===== src/rtl/spi_master_core_pkg.sv =====
// Shared state type and width helpers for the SPI master core and its divider.
package spi_master_core_pkg;

    typedef enum logic {
        READY   = 1'b0,
        EXECUTE = 1'b1
    } state_t;

    function automatic int addr_width(input int slaves);
        return (slaves > 1) ? $clog2(slaves) : 1;
    endfunction

    // Toggle counter must reach 2*D_WIDTH+1 (the end marker) without wrapping.
    function automatic int toggle_width(input int d_width);
        return $clog2(2 * d_width + 2);
    endfunction

endpackage


===== src/rtl/spi_master_core_sclk_gen.sv =====
// SCLK half-period divider: emits one tick every ratio clocks and tracks the
// drive/sample phase (assert_data) that flips on each tick.
module spi_sclk_gen (
    input  logic       i_clk,
    input  logic       i_rst_n,
    input  logic       i_load,
    input  logic       i_run,
    input  logic       i_cpha,
    input  logic [7:0] i_clk_div,
    output logic       o_tick,
    output logic       o_assert_data
);

    logic [7:0] r_ratio;
    logic [7:0] r_count;
    logic       r_assert_data;
    logic [7:0] w_div;

    assign w_div         = (i_clk_div == 8'd0) ? 8'd1 : i_clk_div;
    assign o_tick        = i_run && (r_count == r_ratio);
    assign o_assert_data = r_assert_data;

    // Count starts at ratio so the first executing cycle is already a tick
    always_ff @(posedge i_clk or negedge i_rst_n) begin
        if (!i_rst_n) begin
            r_ratio       <= 8'd1;
            r_count       <= 8'd1;
            r_assert_data <= 1'b0;
        end else if (i_load) begin
            r_ratio       <= w_div;
            r_count       <= w_div;
            r_assert_data <= ~i_cpha;
        end else if (o_tick) begin
            r_count       <= 8'd1;
            r_assert_data <= ~r_assert_data;
        end else if (i_run) begin
            r_count       <= r_count + 8'd1;
        end else begin
            r_count       <= r_count;
        end
    end

endmodule


===== src/rtl/spi_master_core.sv =====
// Full-duplex SPI master engine, one D_WIDTH word per enable pulse with optional chaining.
// Optional build macro SPI_MOSI_TRISTATE_EN floats mosi whenever no slave is selected.
module spi_master_core
    import spi_master_core_pkg::*;
#(
    parameter int SLAVES  = 1,
    parameter int D_WIDTH = 8,
    parameter int ADDR_W  = addr_width(SLAVES)
) (
    input  logic               clock,
    input  logic               reset_n,
    input  logic               enable,
    input  logic               cpol,
    input  logic               cpha,
    input  logic               cont,
    input  logic [7:0]         clk_div,
    input  logic [ADDR_W-1:0]  addr,
    input  logic [D_WIDTH-1:0] tx_data,
    input  logic               miso,
    output logic               sclk,
    output logic [SLAVES-1:0]  ss_n,
    output logic               mosi,
    output logic               busy,
    output logic [D_WIDTH-1:0] rx_data
);

    localparam int TW = toggle_width(D_WIDTH);
    localparam logic [TW-1:0] TOG_ONE  = TW'(1);
    localparam logic [TW-1:0] TOG_FULL = TW'(2 * D_WIDTH);
    localparam logic [TW-1:0] TOG_END  = TW'(2 * D_WIDTH + 1);

    state_t             r_state;
    logic               r_busy;
    logic               r_sclk;
    logic               r_mosi;
    logic               r_cpha;
    logic               r_cont_flag;
    logic [SLAVES-1:0]  r_ss_n;
    logic [ADDR_W-1:0]  r_slave;
    logic [D_WIDTH-1:0] r_tx_buf;
    logic [D_WIDTH-1:0] r_rx_buf;
    logic [D_WIDTH-1:0] r_rx_data;
    logic [TW-1:0]      r_toggles;

    logic               w_start;
    logic               w_run;
    logic               w_tick;
    logic               w_assert_data;
    logic               w_ss_active;
    logic [TW-1:0]      w_last_rx;
    logic [ADDR_W-1:0]  w_addr;
    logic [SLAVES-1:0]  w_ss_sel;

    assign w_start     = (r_state == READY) && enable;
    assign w_run       = (r_state == EXECUTE);
    assign w_ss_active = ~(&r_ss_n);
    assign w_last_rx   = TOG_FULL + TW'(r_cpha) - TOG_ONE;
    assign w_addr      = (int'(addr) < SLAVES) ? addr : {ADDR_W{1'b0}};

    // Active-low select pattern for the latched slave index
    always_comb begin
        w_ss_sel = {SLAVES{1'b1}};
        for (int i = 0; i < SLAVES; i++) begin
            if (int'(r_slave) == i) begin
                w_ss_sel[i] = 1'b0;
            end else begin
                w_ss_sel[i] = 1'b1;
            end
        end
    end

    spi_sclk_gen u_sclk_gen (
        .i_clk         (clock),
        .i_rst_n       (reset_n),
        .i_load        (w_start),
        .i_run         (w_run),
        .i_cpha        (cpha),
        .i_clk_div     (clk_div),
        .o_tick        (w_tick),
        .o_assert_data (w_assert_data)
    );

    // Transfer FSM: shifting, SCLK edges, chaining and word completion
    always_ff @(posedge clock or negedge reset_n) begin
        if (!reset_n) begin
            r_state     <= READY;
            r_busy      <= 1'b1;
            r_ss_n      <= {SLAVES{1'b1}};
            r_sclk      <= 1'b0;
            r_mosi      <= 1'b0;
            r_cpha      <= 1'b0;
            r_cont_flag <= 1'b0;
            r_slave     <= {ADDR_W{1'b0}};
            r_tx_buf    <= {D_WIDTH{1'b0}};
            r_rx_buf    <= {D_WIDTH{1'b0}};
            r_rx_data   <= {D_WIDTH{1'b0}};
            r_toggles   <= {TW{1'b0}};
        end else begin
            case (r_state)
                READY: begin
                    r_busy      <= 1'b0;
                    r_ss_n      <= {SLAVES{1'b1}};
                    r_mosi      <= 1'b0;
                    r_cont_flag <= 1'b0;
                    if (enable) begin
                        r_busy    <= 1'b1;
                        r_slave   <= w_addr;
                        r_sclk    <= cpol;
                        r_cpha    <= cpha;
                        r_tx_buf  <= tx_data;
                        r_toggles <= {TW{1'b0}};
                        r_state   <= EXECUTE;
                    end
                end
                EXECUTE: begin
                    r_busy <= 1'b1;
                    r_ss_n <= w_ss_sel;
                    if (w_tick) begin
                        if (r_toggles != TOG_END) begin
                            r_toggles <= r_toggles + TOG_ONE;
                        end
                        // Toggle 0 lands before SS is low, so toggles 1..2*D_WIDTH give a full even set
                        if ((r_toggles <= TOG_FULL) && w_ss_active) begin
                            r_sclk <= ~r_sclk;
                        end
                        if (!w_assert_data && (r_toggles < w_last_rx + TOG_ONE) && w_ss_active) begin
                            r_rx_buf <= {r_rx_buf[D_WIDTH-2:0], miso};
                        end
                        if (w_assert_data && (r_toggles < w_last_rx)) begin
                            r_mosi   <= r_tx_buf[D_WIDTH-1];
                            r_tx_buf <= {r_tx_buf[D_WIDTH-2:0], 1'b0};
                        end
                        if ((r_toggles == w_last_rx) && cont) begin
                            r_tx_buf    <= tx_data;
                            r_toggles   <= w_last_rx - TOG_FULL + TOG_ONE;
                            r_cont_flag <= 1'b1;
                        end
                        if (r_cont_flag) begin
                            r_cont_flag <= 1'b0;
                            r_busy      <= 1'b0;
                            r_rx_data   <= r_rx_buf;
                        end
                        if ((r_toggles == TOG_END) && !cont) begin
                            r_busy    <= 1'b0;
                            r_ss_n    <= {SLAVES{1'b1}};
                            r_mosi    <= 1'b0;
                            r_rx_data <= r_rx_buf;
                            r_state   <= READY;
                        end
                    end
                end
                default: begin
                    r_state <= READY;
                end
            endcase
        end
    end

    assign sclk    = r_sclk;
    assign ss_n    = r_ss_n;
    assign busy    = r_busy;
    assign rx_data = r_rx_data;

`ifdef SPI_MOSI_TRISTATE_EN
    assign mosi = (&r_ss_n) ? 1'bz : r_mosi;
`else
    assign mosi = r_mosi;
`endif

endmodule


===== config.mk =====
export PLATFORM = sky130hd
export DESIGN_NAME = spi_master_core
export DESIGN_NICKNAME = d
export VERILOG_FILES = /design/src/rtl/spi_master_core_pkg.sv /design/src/rtl/spi_master_core_sclk_gen.sv /design/src/rtl/spi_master_core.sv
export SDC_FILE = /design/constraint.sdc
export NUM_CORES = 1
export LEC_CHECK = 0
export CAP_MARGIN = 20
export CORE_ASPECT_RATIO = 0.9
export CORE_UTILIZATION = 40
export CTS_CLUSTER_SIZE = 40
export DETAILED_ROUTE_END_ITERATION = 10
export HOLD_SLACK_MARGIN = 0.03
export PLACE_DENSITY = 0.62
export SYNTH_ARGS = -nofsm -noshare
export SYNTH_HDL_FRONTEND = slang
export SYNTH_SLANG_ARGS = --single-unit
export TNS_END_PERCENT = 100

===== constraint.sdc =====
create_clock -name clock -period 4.05 [get_ports clock]
set_input_delay 0.81 -clock clock [delete_from_list [all_inputs] [get_ports clock]]
set_output_delay 0.81 -clock clock [all_outputs]
set_load 0.005 [all_outputs]

# Word-level counts from Yosys, hierarchy flattened
# Index checks and enable logic that the tools add are counted.
# W data, S select, Z words.
# totals
regBits,54
inputBits,24
word_cells,105
# op_classes
add_sub_neg,7
n_lt_le_gt_ge,4
n_eq_ne,10
mux,43
n_bitwise,5
reduce_logical,21
# op_table
op,count
$mux W8,10
$mux W1,21
$mux W5,4
$pmux W8 S2,1
$add A5 B1 Y5 const B,3
$reduce_and A3 Y1,5
$pmux W1 S2,6
$lt A5 B5 Y1,2
$pmux W5 S2,1
$ne A3 B1 Y1 const B,3
$add A8 B1 Y8 const B,1
$eq A8 B8 Y1,1
$logic_and A1 B1 Y1,8
$logic_not A8 Y1,1
$add A5 B1 Y5 const A,1
$eq A5 B5 Y1,1
$eq A5 B5 Y1 const B,1
$le A5 B5 Y1 const B,1
$ne A5 B5 Y1 const B,1
$not A1 Y1,5
$sub A5 B1 Y5 const B,1
$sub A5 B5 Y5 const B,1
$ne A2 B1 Y1 const B,2
$reduce_and A2 Y1,2
5 further kinds,7

# Longest topological paths before layout
# depth
word_depth,8
mapped_depth,8
ltp_nobuf,7

# Modules after synthesis
# From an unflattened synthesis, not the netlist that was laid out.
# hier_totals
hier_cells,234
area_unflattened_um2,2727.6
# by_module_without_submodules
mod,n_inst,cells_per_inst,area_per_inst_um2
spi_master_core,1,144,1830.5
spi_sclk_gen,1,90,897.1

# Worst setup path after synthesis
# OpenSTA, ideal clock, no wires.
# synth_path
path_kind,input to register
startpoint,in cont
endpoint,reg r_toggles[0]
setup_time_ns,0.116
arrival_ns,1.956
required_ns,3.934
setup_slack_ns,1.979
cell_stages,5
cell_sequence,nand4_1 > o21ai_0 > nor2_1 > a211o_2 > o311ai_0
# synth_via
elab_chain_cells,4
# synth_rtl
element,line,source
"start, declared",spi_master_core.sv:15,"input logic cont,"
$logic_and A1 B1 Y1 *,spi_master_core.sv:133,if ((r_toggles == w_last_rx) && cont) begin
$mux W5,spi_master_core.sv:133,
$mux W5,spi_master_core.sv:118,if (w_tick) begin
$pmux W5 S2,spi_master_core.sv:99,case (r_state)
"end signal, assigned",spi_master_core.sv:97,r_toggles <= {TW{1'b0}};
"end signal, assigned",spi_master_core.sv:120,r_toggles <= r_toggles + TOG_ONE;
"end signal, assigned",spi_master_core.sv:135,r_toggles <= w_last_rx - TOG_FULL + TOG_ONE;
"end, declared",spi_master_core.sv:43,logic [TW-1:0] r_toggles;
# Mark *: on every way between the ends. The rest lies on a longest branch, timed or not. The select of a mux whose other input is x is not followed.
# A chain may end at the register's enable or synchronous reset.

# Worst setup path after layout
# Ends and elaborated chain as after synthesis.

==> results.cfg <==
[run_status]
status = finished clean

[logic_synthesis]
synth-seq-cells = 53
synth_nets = 288
synth_area_mm2 = 0.002773
synthArstFlopShare_pct = 100.0
yosysTopAreaCell = dfrtp_1
yosysUniqueCellTypes = 47
seq_area_frac_synth_pct = 48.01
synth_edf_count = 0
synth_area_leaders = dfrtp_1 44%, ha_1 4.5%, mux2_2 4.5%
syn_inst = 254
netlist.area_leader.share_pct = 44.22
yosys_warnings = 0
synth_area_per_cell_um2 = 10.92
synth_ff_type = dfrtp_1

[cts]
cts-htree-levels = 2
cts_root_buf = clkbuf_8
cts_hold_buf = 0
numCtsBuffers = 5
cts.sinks = 53
cts_buffer_depth = 2
cts_tree = yes
cts_resized = 0
clk_pin_slew_ps = 100
clk-insertion-delay-late_ps = 320
cts_setup_buffers = 0

[place]
dp_hpwl_um = 4085
routabilityCongestion = 0.8152
io_buffer_count = 34
dp_cells = 374

[route]
wire_per_inst_um = 15.07
route.vias.total = 2016
drtIter0Drc = 76
drc = 0
viasPerCell = 5.277
dr.pass1.iters = 4
routed_wl_um = 5758
ant_nets = 0

[worst_setup_path]
crit_type = in -> reg
required_ps = 4250
crit_start = cont
timing.rr.start = r_state
worstSetupStartpointType = input pin
critPathMaxFanout = 6
r2r_setup_slack_ps = 1530
worstPathArrival_ps = 2860
end_kind = flop

[final_layout]
fillerInstances = 617
fin_cells = 382
syn_to_final_growth_pct = 18.86
drive_gt1_share_pct = 13.36
nNetsFinal = 325
antennaDiodeCount = 0

[global_route]
grt-ovfl-total = 0
grt_pass1_vias = 2121
grt_pass1_wl_um = 10180
grtUsageTotal_pct = 17.63
antenna_found_initial = 0
grt_max_degree = 29

[timing]
tightest_slew_ps = 949.7
maxSlewHeadroom_pct = 36.69
min_period_over_period_pct = 65.79
fmax_mhz = 375.3
finalSetupTns_ps = 0
rsz0062_at_grt = no
hold_slack_ps = 476.8
setup_viol = 0
fin_skew_ps = 7.530
slew_viol_final = 0
hold_violations = 0
period_needed_ps = 2664

[hold_path]
hold_path_class = in -> async

[die]
die_width_um = 89.76
fp.dieH_um = 80.99
core_area_mm2 = 0.006621
start_util_pct = 41.87
dieArea_mm2 = 0.007269
rows = 28
io_pins = 36

[flow_run]
cap_violations = 0

[pwr]
ir_worst_vdd_uv = 273.9
power.density_mw_per_mm2 = 478.6
finalPower_mw = 1.577
p_leak_nw = 1.423
-- flip-flops by register name, summed over array words and instances, names as in the netlist --
signal	flops
u_sclk_gen.o_assert_data	1
u_sclk_gen.r_ratio	8
r_cont_flag	1
mosi	1
busy	1
rx_data	8
r_tx_buf	8
r_cpha	1
sclk	1
u_sclk_gen.r_count	8
r_rx_buf	8
r_state	1
r_toggles	5
ss_n	1
-- power breakdown --
part | internal (mW) | switching, mW | leakage, nW
logic | 0.243 | 0.225 | 0.720
clock network | 0.126 | 0.193 | 0.0423
registers | 0.660 | 0.131 | 0.662
total | 1.03 | 0.549 | 1.42
-- layer usage --
metal	GRT usage [%]	vias to the layer above	routed length [µm]
met4	4.426	0	57
li1	-	987	-
met2	29.62	30	2662
met3	3.090	7	167
met1	23.89	992	2870
met5	0	-	0
-- final timing paths --
path                                         endpoint  cells past startpoint
min in group clock                         rx_data[7]                      1
worst max-delay path                     r_toggles[0]                      6
worst min-delay path                           r_cpha                      1
max in group asynchronous       u_sclk_gen.r_ratio[0]                      2
worst max register to register            r_tx_buf[5]                      4
worst min register to register             rx_data[7]                      1
-- layout by cell type (no fill, tap or decap), drive strengths merged, types with 4 or more instances in the layout --
cell / synthesis / layout
dfrtp: 49 / 49
clkdlybuf4s50: 0 / 33
nand2: 33 / 33
mux2: 17 / 17
nor2: 15 / 15
o21ai: 13 / 13
nand3: 12 / 12
xor2: 11 / 11
ha: 10 / 10
a21o: 7 / 7
o221a: 7 / 7
mux2i: 7 / 7
inv: 6 / 7
a21oi: 7 / 7
a211oi: 5 / 5
xnor2: 5 / 5
clkbuf: 3 / 5
buf: 5 / 5
nor2b: 4 / 4
o31ai: 4 / 4
dfstp: 4 / 4
-- cells in the mapped netlist (7+ instances only) --
library cell / instances
nand3_1: 11
ha_1: 10
mux2i_1: 7
dfrtp_1: 49
a21o_1: 7
nand2_1: 32
nor2_1: 15
o21ai_0: 13
xor2_1: 11
mux2_2: 11
o221a_1: 7
-- cells by family (layout without fill, tap and decap cells) --
| group | count (synthesis) | count (layout) | synth area share [%] |
|---|---|---|---|
| xor+xnor | 16 | 16 | 5.054 |
| fa+ha+maj | 10 | 10 | 4.513 |
| simple gates | 79 | 79 | 14.80 |
| flops | 53 | 53 | 48.01 |
| compound gates | 57 | 57 | 15.43 |
| buf+inv | 15 | 53 | 2.752 |
| mux | 24 | 24 | 9.431 |
-- worst max-delay path, cell delays in order --
cell and delay, ps:
clkdlybuf4s50_1 560, nand4_1 190, o21ai_0 560, nor2_1 110, a211o_2 320, o311ai_0 300
-- per-stage QoR --
step	setup slack, ps	instance area (µm²)	util [%]
final	1386	3296	49.77
after global routing	1197	3296	49.77
after CTS	1359	3296	49.77
after detailed placement	1038	3201	48.34
after global placement	1055	3201	48.34
after floorplan	1979	2773	-
-- area by class of cell --
type	count	area [µm²]	area share [%]
Inverter	7	26.28	0.7973
Timing Repair Buffer	38	365.4	11.09
Clock buffer	5	68.82	2.088
Sequential cell	53	1331	40.39
Clock inverter	3	26.28	0.7973
Tap cell	90	112.6	3.417
Multi-Input combinational cell	186	1365	41.42
Power figures use the tool's default switching activity.
